### src/rtl/clk_en_gen.sv
// clk_en_gen: lock-debounced, multi-channel NCO clock-enable generator in the clk100 domain.
// Optional: define CLK_EN_GEN_LOCK_SYNC_EN to pass locked_in through a 2-flop synchroniser.
module clk_en_gen #(
  parameter int unsigned NUM_CH      = 2,
  parameter int unsigned ACC_W       = 32,
  parameter int unsigned LOCK_CYCLES = 1024
) (
  input  logic                    clk100,
  input  logic                    rst,
  input  logic                    locked_in,
  input  logic [NUM_CH*ACC_W-1:0] inc,
  input  logic [NUM_CH-1:0]       ch_en,
  input  logic                    clr_lost,
  output logic                    ready,
  output logic [NUM_CH-1:0]       tick,
  output logic                    lock_lost
);

  localparam int unsigned CntW = (LOCK_CYCLES > 1) ? $clog2(LOCK_CYCLES) : 1;
  localparam logic [CntW-1:0] CntLast = CntW'(LOCK_CYCLES - 1);

  typedef enum logic [1:0] {
    StWaitLock,
    StSettle,
    StRun
  } state_e;

  logic w_lock_s;

`ifdef CLK_EN_GEN_LOCK_SYNC_EN
  logic [1:0] r_sync;

  always_ff @(posedge clk100) begin
    if (rst) begin
      r_sync <= 2'b00;
    end else begin
      r_sync <= {r_sync[0], locked_in};
    end
  end

  assign w_lock_s = r_sync[1];
`else
  assign w_lock_s = locked_in;
`endif

  state_e          r_state, w_state_d;
  logic [CntW-1:0] r_cnt, w_cnt_d;
  logic            w_lost_event;
  logic            r_lock_lost;
  logic            w_run;

  always_comb begin
    w_state_d    = r_state;
    w_cnt_d      = r_cnt;
    w_lost_event = 1'b0;
    case (r_state)
      StWaitLock: begin
        if (w_lock_s) begin
          w_state_d = StSettle;
          w_cnt_d   = '0;
        end
      end
      StSettle: begin
        if (!w_lock_s) begin
          w_state_d = StWaitLock;
          w_cnt_d   = '0;
        end else if (r_cnt == CntLast) begin
          w_state_d = StRun;
          w_cnt_d   = '0;
        end else begin
          w_cnt_d = r_cnt + 1'b1;
        end
      end
      StRun: begin
        if (!w_lock_s) begin
          w_state_d    = StWaitLock;
          w_cnt_d      = '0;
          w_lost_event = 1'b1;
        end
      end
      default: begin
        w_state_d = StWaitLock;
        w_cnt_d   = '0;
      end
    endcase
  end

  always_ff @(posedge clk100) begin
    if (rst) begin
      r_state <= StWaitLock;
      r_cnt   <= '0;
    end else begin
      r_state <= w_state_d;
      r_cnt   <= w_cnt_d;
    end
  end

  // A loss event on the same edge as clr_lost must leave the flag set.
  always_ff @(posedge clk100) begin
    if (rst) begin
      r_lock_lost <= 1'b0;
    end else if (w_lost_event) begin
      r_lock_lost <= 1'b1;
    end else if (clr_lost) begin
      r_lock_lost <= 1'b0;
    end
  end

  // Accumulators only advance on edges that stay in RUN; the exit edge clears them.
  assign w_run = (r_state == StRun) && w_lock_s;

  for (genvar g = 0; g < NUM_CH; g++) begin : g_ch
    logic [ACC_W-1:0] r_acc;
    logic             r_tick;
    logic [ACC_W:0]   w_sum;

    assign w_sum = {1'b0, r_acc} + {1'b0, inc[g*ACC_W +: ACC_W]};

    always_ff @(posedge clk100) begin
      if (rst || !w_run) begin
        r_acc  <= '0;
        r_tick <= 1'b0;
      end else if (ch_en[g]) begin
        r_acc  <= w_sum[ACC_W-1:0];
        r_tick <= w_sum[ACC_W];
      end else begin
        r_tick <= 1'b0;
      end
    end

    assign tick[g] = r_tick;
  end

  assign ready     = (r_state == StRun);
  assign lock_lost = r_lock_lost;

endmodule

### config.mk
export PLATFORM = sky130hd
export DESIGN_NAME = clk_en_gen
export DESIGN_NICKNAME = d
export VERILOG_FILES = /design/src/rtl/clk_en_gen.sv
export SDC_FILE = /design/constraint.sdc
export NUM_CORES = 1
export LEC_CHECK = 0
export ABC_AREA = 1
export ABC_CLOCK_PERIOD_IN_PS = 5400
export BUFFER_PORTS_ARGS = -buffer_cell sky130_fd_sc_hd__buf_4
export CAP_MARGIN = 20
export CELL_PAD_IN_SITES_DETAIL_PLACEMENT = 1
export CELL_PAD_IN_SITES_GLOBAL_PLACEMENT = 2
export CORE_ASPECT_RATIO = 0.75
export CORE_MARGIN = 1.5
export CORE_UTILIZATION = 34
export DETAILED_ROUTE_END_ITERATION = 16
export PLACE_DENSITY = 0.84
export SYNTH_ARGS = -nofsm -noshare
export SYNTH_HDL_FRONTEND = slang
export SYNTH_SLANG_ARGS = --single-unit
export TNS_END_PERCENT = 100
### constraint.sdc
create_clock -name clk100 -period 5.4 [get_ports clk100]
set_clock_uncertainty 0.1 [all_clocks]
set_input_delay 0.54 -clock clk100 [delete_from_list [all_inputs] [get_ports clk100]]
set_output_delay 0.54 -clock clk100 [all_outputs]
set_load 0.05 [all_outputs]
==> results of run 1 <==
[cells in the mapped netlist]
cell	n
o21bai_1	5
dfxtp_1	79
nand3_2	10
fa_1	2
nor2_2	20
xnor2_1	19
nand3b_2	2
xor2_1	14
nand2_1	460
clkbuf_1	11
inv_2	11
or2_2	1
buf_4	2
buf_2	7
o21ai_0	24
a21oi_1	58
nand3_1	96
o21ai_1	16
o31ai_1	1
and2_1	4
nor3_2	5
nand2_4	1
nor2_4	3
o22ai_1	2
nor3_1	6
nand4_1	8
a21oi_2	2
inv_1	258
clkinv_1	1
o21a_1	1
nand2_2	18
ha_1	65
nor2_1	172
a21o_1	2
[worst max-delay path: cells and delay by family, from the launching register on]
family          cells  cell delay, ps
flops               1             350
buf+inv             3             680
compound gates      1             100
simple gates        4             900
[metrics by stage]
stage	setup WS, ps	instance area, sq um	cells	total power, uW	util
2_1_floorplan	3266	7836	1386	724.3	-
3_3_place_gp	2940	8668	1734	804.8	0.3879
3_5_place_dp	2844	8668	1734	805.9	0.3879
4_1_cts	3134	9000	1749	1554	0.4027
5_1_grt	3002	9000	1749	1594	0.4027
6_report	3201	9000	1749	1517	0.4027
[sequential cells by signal (all words and copies together), names as in the netlist]
| signal | flops |
|---|---|
| g_ch.r_acc | 64 |
| r_cnt | 10 |
| g_ch.r_tick | 2 |
| r_state | 2 |
| lock_lost | 1 |
[how the worst max path moves through the flow]
stage | endpoint | from
2_1_floorplan | g_ch[1].r_acc[24] | inc[32]
3_3_place_gp | g_ch[1].r_acc[24] | inc[32]
3_5_place_dp | g_ch[1].r_acc[24] | inc[32]
4_1_cts | g_ch[0].r_acc[3] | r_state[1]
5_1_grt | g_ch[1].r_acc[8] | r_state[1]
6_report | g_ch[0].r_acc[3] | r_state[1]
[layer usage]
metal | routed length [um] | vias up
met1 | 14660 | 3738
met2 | 10210 | 101
met4 | 155 | 0
met3 | 791 | 9
li1 | - | 4356
met5 | 0 | -
[power by group]
part | internal (uW) | leakage [uW] | total (uW) | switching [uW]
Sequential | 584 | 0.000636 | 585 | 1.49
Clock | 441 | 0.000165 | 725 | 285
Combinational | 81.7 | 0.00446 | 206 | 125
Total | 1110 | 0.00526 | 1520 | 411
[area by class of cell]
class                           instances  share of cell area
Inverter                              270              0.1126
Sequential cell                        79              0.1757
Tap cell                              294             0.04087
Multi-Input combinational cell       1017              0.5722
Clock buffer                           12             0.02961
Clock inverter                          3            0.007229
Timing Repair Buffer                   74             0.06173
[cells by family after synthesis]
| family | after synthesis | share of synthesized area |
|---|---|---|
| simple gates | 806 | 0.4364 |
| buf+inv | 290 | 0.1410 |
| compound gates | 111 | 0.07505 |
| flops | 79 | 0.2018 |
| fa+ha+maj | 67 | 0.1089 |
| xor+xnor | 33 | 0.03688 |
==> results.md, run 1 <==
- GR Layer Usage met1: 0.3497
- Post-DRT Antenna Nets: 0
- Ys Warns: 0
- Ant. Diodes: 0
- Die footprint: 23980 sq um
- Crit-path slowest cell: inv_2
- Req. time, crit path: 5610 ps
- CTS tree: done
- Peak fanout along the critical path: 40
- Final worst path period share: 0.4072
- Vias/cell: 4.691
- CP max stage delay: 550 ps
- Nets: 1588
- Die Span X: 178.3 um
- First-pass GRT wire length: 41760 um
- WHS Path Cells: 2
- Detailed Route Iter0 Violations: 382
- Hold_buf cts: 0
- Hold Crit Class: in -> reg
- Reg2reg setup slack: 3200 ps
- End of the worst hold path: lock_lost
- Initial antenna violation count: 0
- Setup_tns: 0 ps
- Crit path cell chain: inv_2 > nor2_4 > nand2_2 > nor2_4 > inv_2 > nor2_1 > o21ai_0 > inv_1
- Cells after synthesis: 1386
- Slew Limit Fails: 0
- Die Ht: 134.5 um
- Setup Buffers After CTS: 0
- Leakage: 0.005261 uW
- Buffers on Ports: 73
- Seq. cell area: 1582 sq um
- Rows: 47
- GR Util met2: 0.3297
- Setup crit end kind: flop
- Initial Util: 0.3507
- Fill cell count: 3146
- CTS Buf Count: 9
- Max-slew headroom: 0.3681
- Hold_ws: 300.2 ps
- Core area: 22350 sq um
- Detailed Routing Iterations Pass 1: 5
- Run status: finished, final reports clean
- Syn_nets: 1523
- Routed WL per cell: 14.76 um
- Final GP Congestion: 0.8604
- Synthesized area: 7836 sq um
- Avg Cell Area, Syn: 5.654 sq um
- Met3 Track Usage GR: 0.03491
- Worst Min Path Start: rst
- Max Buffers Root-to-Sink: 2
- Final wirelength: 25820 um
- RSZ-0062 raised after global routing: false
- Worst Tran Pin Value: 946.4 ps
- Final Hold Vio Count: 0
- R2R depth: 8
- Startpoint Class: flop
- Most common cell after layout, fill and taps aside: nand2_1
- HPWL Detailed: 20930 um
- Max Cap Violations: 0
- Global Route Usage Sum: 0.2259
- Tmin final: 2199 ps
- Vias: 8204
- Post-cts repair resize count: 0
- FMAX: 454.8 MHz
- Final setup viols: 0
- CTS sink count: 79
- Crit Path Class: reg -> reg
- Largest net degree at the start of global routing: 43
- Io pins: 74
- Share of layout cells above drive strength 1: 0.1113
- Clock transition at path regs: 60 ps
- P&R area growth vs syn: 14.85%
- Footprint of the multi-input gates: 5150 sq um
- Root buffer cell: clkbuf_16
- Vias in the first global route: 8029
- GRT overflow: 0
- Cell variety after synth: 34
- Most frequent cells in the layout: nand2_1, inv_1, nor2_1
- Critical R2R Launch: r_state[1]
- DRC Markers: 0
- Pwr dens: 168.6 nW/um^2
- GRT busiest layer: met1
- R2R Path End: g_ch[0].r_acc[3]
- VDD IR max: 0.1567 mV
- Worst skew pair latency: 360 ps
- #FFs+latches synth: 79
- Sequential area share after synthesis: 0.2018
- Area share of the largest cell type after synthesis: 0.2203
- Worst EP arrival: 2400 ps
- Top post-synthesis cells by area: nand2_1, dfxtp_1, inv_1
- Synth area leader: nand2_1
- CTS H-tree depth: 3
No activity file was read; power rests on OpenSTA's default activity.
==> run 2, diff against run 1 <==
- ABC_CLOCK_PERIOD_IN_PS: 5400 -> 2300
- CORE_UTILIZATION: 34 -> 32
- PLACE_DENSITY: 0.84 -> 0.8
- clock period: 5.4 -> 2.3 ns (I/O delays scaled with it)
==> run 2 against run 1 <==
  * Register-to-register slack got worse by 3000 ps
  * Utilization decreased by 2.6 points
  * First-iteration DRC count decreased by 7.3%
  * Critical path type unchanged
  * Sequential power increased by 130%
  * Global-route usage decreased by 1.1 points
  * Largest cell class unchanged
  * Largest power group unchanged
  * Critical path depth increased by 2
==> results.md, run 2 (same netlist as run 1, synthesis figures left out) <==
- CTS Buf Count: 9
- CTS sink count: 79
- P&R area growth vs syn: 15.70%
- Max Buffers Root-to-Sink: 2
- Startpoint Class: flop
- Placed insts: 1776
- CTS H-tree depth: 3
- Max-slew headroom: 0.3844
- Leakage: 0.005267 uW
- Setup WS pre-CTS: 134.9 ps
- Final Hold Vio Count: 0
- DP Area: 8752 sq um
- Peak fanout along the critical path: 5
- Most frequent cells in the layout: nand2_1, inv_1, nor2_1
- Largest registers: g_ch.r_acc (64), r_cnt (10)
- Nets: 1594
- VDD IR max: 0.3338 mV
- FMAX: 476.4 MHz
- Hold Crit Class: in -> reg
- Setup crit end kind: flop
- Buffers on Ports: 73
- Io pins: 74
- Pwr dens: 377.5 nW/um^2
- Die Span X: 183.7 um
- Wl on met1: 14920 um
- Post-DRT Antenna Nets: 0
- Worst EP arrival: 2260 ps
- Register share of total power: 0.401
- Slew Limit Fails: 0
- Max FFs per register: 64
- Worst skew pair latency: 360 ps
- DRC Markers: 0
- Most common cell after layout, fill and taps aside: nand2_1
- Run status: finished, final reports clean
- Share of layout cells above drive strength 1: 0.1163
- Die Ht: 138.5 um
- Top Layer Used: met4
- Final GP Congestion: 0.8461
- Max Cap Violations: 0
- Most flops, register: g_ch.r_acc
- Finished Cell Area: 9066 sq um
- Detailed Routing Iterations Pass 1: 5
- Routed WL per cell: 14.69 um
- CTS tree: done
- Vias: 8294
- First-pass GRT wire length: 43140 um
- Vias/cell: 4.626
- Die footprint: 25450 sq um
- Ant. Diodes: 0
- Final setup viols: 0
- Met3 WL post-DR: 748 um
- Initial antenna violation count: 0
- Setup slack after layout: 201.0 ps
- Setup Buffers After CTS: 0
- GRT overflow: 0
- Largest net degree at the start of global routing: 41
- Sw Pwr: 987.7 uW
- Core area: 24030 sq um
- Initial Util: 0.3261
- Crit Path Class: reg -> reg
- Cell Int Power: 2435 uW
- Met2 wire len: 10510 um
- Clk pwr share: 0.454
- HPWL Detailed: 21670 um
- Hold_ws: 18.77 ps
- Net Sw Frac: 0.2886
- Global Route Usage Sum: 0.2154
- Non-filler instance count after layout: 1793
- Detailed Route Iter0 Violations: 354
- Final worst path period share: 0.9126
- Worst Tran Pin Value: 922.1 ps
- Clock transition at path regs: 70 ps
- Req. time, crit path: 2460 ps
- Rows: 49
- Vias in the first global route: 8183
- Final wirelength: 26340 um
- Root buffer cell: clkbuf_16
- RSZ-0062 raised after global routing: false
- Gate power share: 0.145
- Setup_tns: 0 ps
- Tmin final: 2099 ps
==> run 2: cell types whose count changed in the layout (fill, tap and decap cells not counted), sizes merged <==
| cell | previous run | this run |
|---|---|---|
| buf | 74 | 79 |
| bufinv | 2 | 1 |
| clkbuf | 12 | 10 |
| clkinv | 2 | 4 |
| clkinvlp | 0 | 2 |
| dlygate4sd3 | 0 | 1 |
==> run 2: critical path, stage by stage, from the launching register on <==
cell and delay [ps]:
dfxtp_1 350, ha_1 440, nand2_1 160, nor2_1 310, nand2_1 130, nor2_1 120
nand2_1 100, nand4_1 110, nand3_1 80, nand2_1 70, inv_1 40
==> run 2: power groups by stage <==
| stage | combinational, uW | sequential, uW | clock (uW) |
|---|---|---|---|
| after floorplan | 296 | 1400 | 0 |
| after global placement | 492 | 1410 | 0 |
| after detailed placement | 497 | 1410 | 0 |
| after CTS | 501 | 1370 | 1610 |
| after global routing | 556 | 1370 | 1660 |
| final | 495 | 1370 | 1550 |
==> run 2: repair_timing <==
item                                    4_1_cts  5_1_grt
endpoints found under the setup margin        0        4
gates resized for setup                       0        2
hold buffers                                  1        0
endpoints found under the hold margin         2        0
==> run 2: through the flow <==
step / total power, uW / util
floorplan: 1701 / -
global placement: 1898 / 0.3642
detailed placement: 1902 / 0.3642
CTS: 3488 / 0.3770
global route: 3593 / 0.3772
finish: 3422 / 0.3772
==> run 2: cell type report <==
| class | count | area [sq um] |
|---|---|---|
| fill | 3339 | 14970 |
| multi-input combinational | 1017 | 5155 |
| sequential | 79 | 1582 |
| inverter | 270 | 1013 |
| timing repair buffer | 80 | 603.1 |
| tap | 331 | 414.1 |
| clock buffer | 10 | 239.0 |
| clock inverter | 6 | 60.06 |
==> run 2: path summary, 6_finish.rpt <==
path                           from           endpoint  slack, ps  depth (start not counted)
setup reg to reg  g_ch[1].r_acc[24]  g_ch[1].r_acc[25]        200                         10
hold / removal             clr_lost          lock_lost         20                          4
setup / recovery  g_ch[1].r_acc[24]  g_ch[1].r_acc[25]        200                         10
hold reg to reg           lock_lost          lock_lost        370                          2
==> run 2: metal layers <==
metal,global-route usage,vias to the layer above
met2,0.3138,91
met3,0.02924,10
li1,-,4370
met1,0.3367,3823
met4,0.03236,0
met5,0,-
==> run 3, diff against run 2 <==
- CELL_PAD_IN_SITES_DETAIL_PLACEMENT: 1 -> 0
- CORE_MARGIN: 1.5 -> 8
- TNS_END_PERCENT: 100 -> 1
==> run 3 against run 2 <==
  * Cell count is 0.22% higher
  * Largest power group unchanged
  * Design area is 0.66% higher
  * Combinational power about the same
  * Non-clock buffer count rose by 4
  * Worst setup slack got worse by 58 ps
  * Sequential power about the same
  * Global-route usage down 3.9 points
  * Critical path type unchanged
==> results.md, run 3 (same netlist as run 1, synthesis figures left out) <==
- Die Span X: 196.7 um
- Vias: 7975
- Final Hold Vio Count: 0
- Leakage: 0.005298 uW
- Die footprint: 29800 sq um
- CTS sink count: 79
- P&R area growth vs syn: 16.46%
- Ant. Diodes: 0
- Nets: 1598
- Final worst path period share: 0.9377
- Reg2reg setup slack: 140 ps
- Hold_ws: 23.64 ps
- Detailed Routing Iterations Pass 1: 5
- DP Area: 8795 sq um
- Setup_tns: 0 ps
- Placed insts: 1780
- Detailed Route Iter0 Violations: 435
- Run status: finished, final reports clean
- FMAX: 463.7 MHz
- End of the worst hold path: lock_lost
- Critical R2R Launch: g_ch[0].r_acc[14]
- Root buffer cell: clkbuf_16
- Peak fanout along the critical path: 4
- Req. time, crit path: 2450 ps
- Clock transition at path regs: 80 ps
- First-pass GRT wire length: 41070 um
- Crit path cell chain: ha_1 > nand2_1 > nor2_1 > and2_1 > nand2_1 > nand2_2 > nand2_1 > nand3_1 > nand3_1 > nand2_1 > inv_1
- Max Cap Violations: 0
- Setup WS pre-CTS: 159.2 ps
- Crit Path Class: reg -> reg
- Tmin final: 2157 ps
- WHS Path Cells: 4
- Vias/cell: 4.438
- Final wirelength: 25630 um
- Share of layout cells above drive strength 1: 0.1180
- Max Buffers Root-to-Sink: 2
- DRC Markers: 0
- Most frequent cells in the layout: nand2_1, inv_1, nor2_1
- VDD IR max: 0.3715 mV
- CTS Buf Count: 9
- Buffers on Ports: 73
- Initial antenna violation count: 0
- Routed WL per cell: 14.26 um
- Max-slew headroom: 0.5927
- Final setup viols: 0
- Rows: 49
- Crit-path slowest cell: ha_1
- Die Ht: 151.5 um
- Initial Util: 0.3261
- R2R depth: 11
- Pwr dens: 383.7 nW/um^2
- Global Route Usage Sum: 0.1760
- Setup crit end kind: flop
- Max FFs per register: 64
- R2R Path End: g_ch[0].r_acc[23]
- Largest net degree at the start of global routing: 34
- Startpoint Class: flop
- Worst skew pair latency: 360 ps
- Largest registers: g_ch.r_acc (64), r_cnt (10)
- Io pins: 74
- Finished Cell Area: 9126 sq um
- Core area: 24030 sq um
- HPWL Detailed: 21040 um
- Worst Min Path Start: clr_lost
- Slew Limit Fails: 0
- Most flops, register: g_ch.r_acc
- Most frequent CP cell: nand2_1
- Hold Crit Class: in -> reg
- CTS H-tree depth: 3
- Vias in the first global route: 7584
- GRT overflow: 0
- Worst EP arrival: 2310 ps
- Worst Tran Pin Value: 610.3 ps
- Setup Buffers After CTS: 0
- CP max stage delay: 360 ps
- CTS tree: done
- Most common cell after layout, fill and taps aside: nand2_1
- RSZ-0062 raised after global routing: false
- Post-DRT Antenna Nets: 0
- Setup slack after layout: 143.4 ps
- Final GP Congestion: 0.8448
- Non-filler instance count after layout: 1797
-- run 3: what timing repair did --
item | in CTS | in global routing
hold buffers | 1 | 0
endpoints found under the hold margin | 3 | 0
gates resized for setup | 0 | 1
setup endpoints to repair | 0 | 1
-- run 3: worst max-delay path by stage --
stage	start	to	slack, ps	depth (start not counted)
2_1_floorplan	g_ch[1].r_acc[0]	g_ch[1].r_acc[24]	420	12
3_3_place_gp	inc[12]	g_ch[0].r_acc[23]	170	12
3_5_place_dp	inc[32]	g_ch[1].r_tick	160	11
4_1_cts	g_ch[0].r_acc[14]	g_ch[0].r_acc[23]	170	11
5_1_grt	g_ch[0].r_acc[14]	g_ch[0].r_acc[23]	10	11
6_report	g_ch[0].r_acc[14]	g_ch[0].r_acc[23]	140	11
-- run 3: per-layer routing --
metal,up-vias,GRT usage,part of all wire
met5,-,0,0
met3,14,0.03090,0.039
li1,4381,-,-
met2,103,0.2507,0.38
met4,0,0.03227,0.0079
met1,3477,0.2706,0.57
-- run 3: critical path: cells and delay by family, from the launching register on --
family	cells	cell delay (ps)
DFF	1	340
and+or+nand+nor	9	1210
adders and majority gates	1	360
buffers and inverters	1	30
-- run 3: through the flow --
step / util / power (uW)
after floorplan: - / 1701
after CTS: 0.3796 / 3577
after global placement: 0.3659 / 1903
final: 0.3797 / 3502
after detailed placement: 0.3659 / 1899
after global routing: 0.3797 / 3668
-- run 3: layout make-up --
type,count,area [sq um]
Fill cell,2808,14910
Multi-Input combinational cell,1017,5152
Sequential cell,79,1582
Inverter,270,1013
Timing Repair Buffer,84,645.6
Tap cell,331,414.1
Clock buffer,12,266.5
Clock inverter,4,52.55
-- run 3: power by group --
part / total [uW] / switching [uW] / internal (uW)
Sequential: 1370 / 3.46 / 1370
Clock: 1640 / 703 / 933
Combinational: 492 / 293 / 198
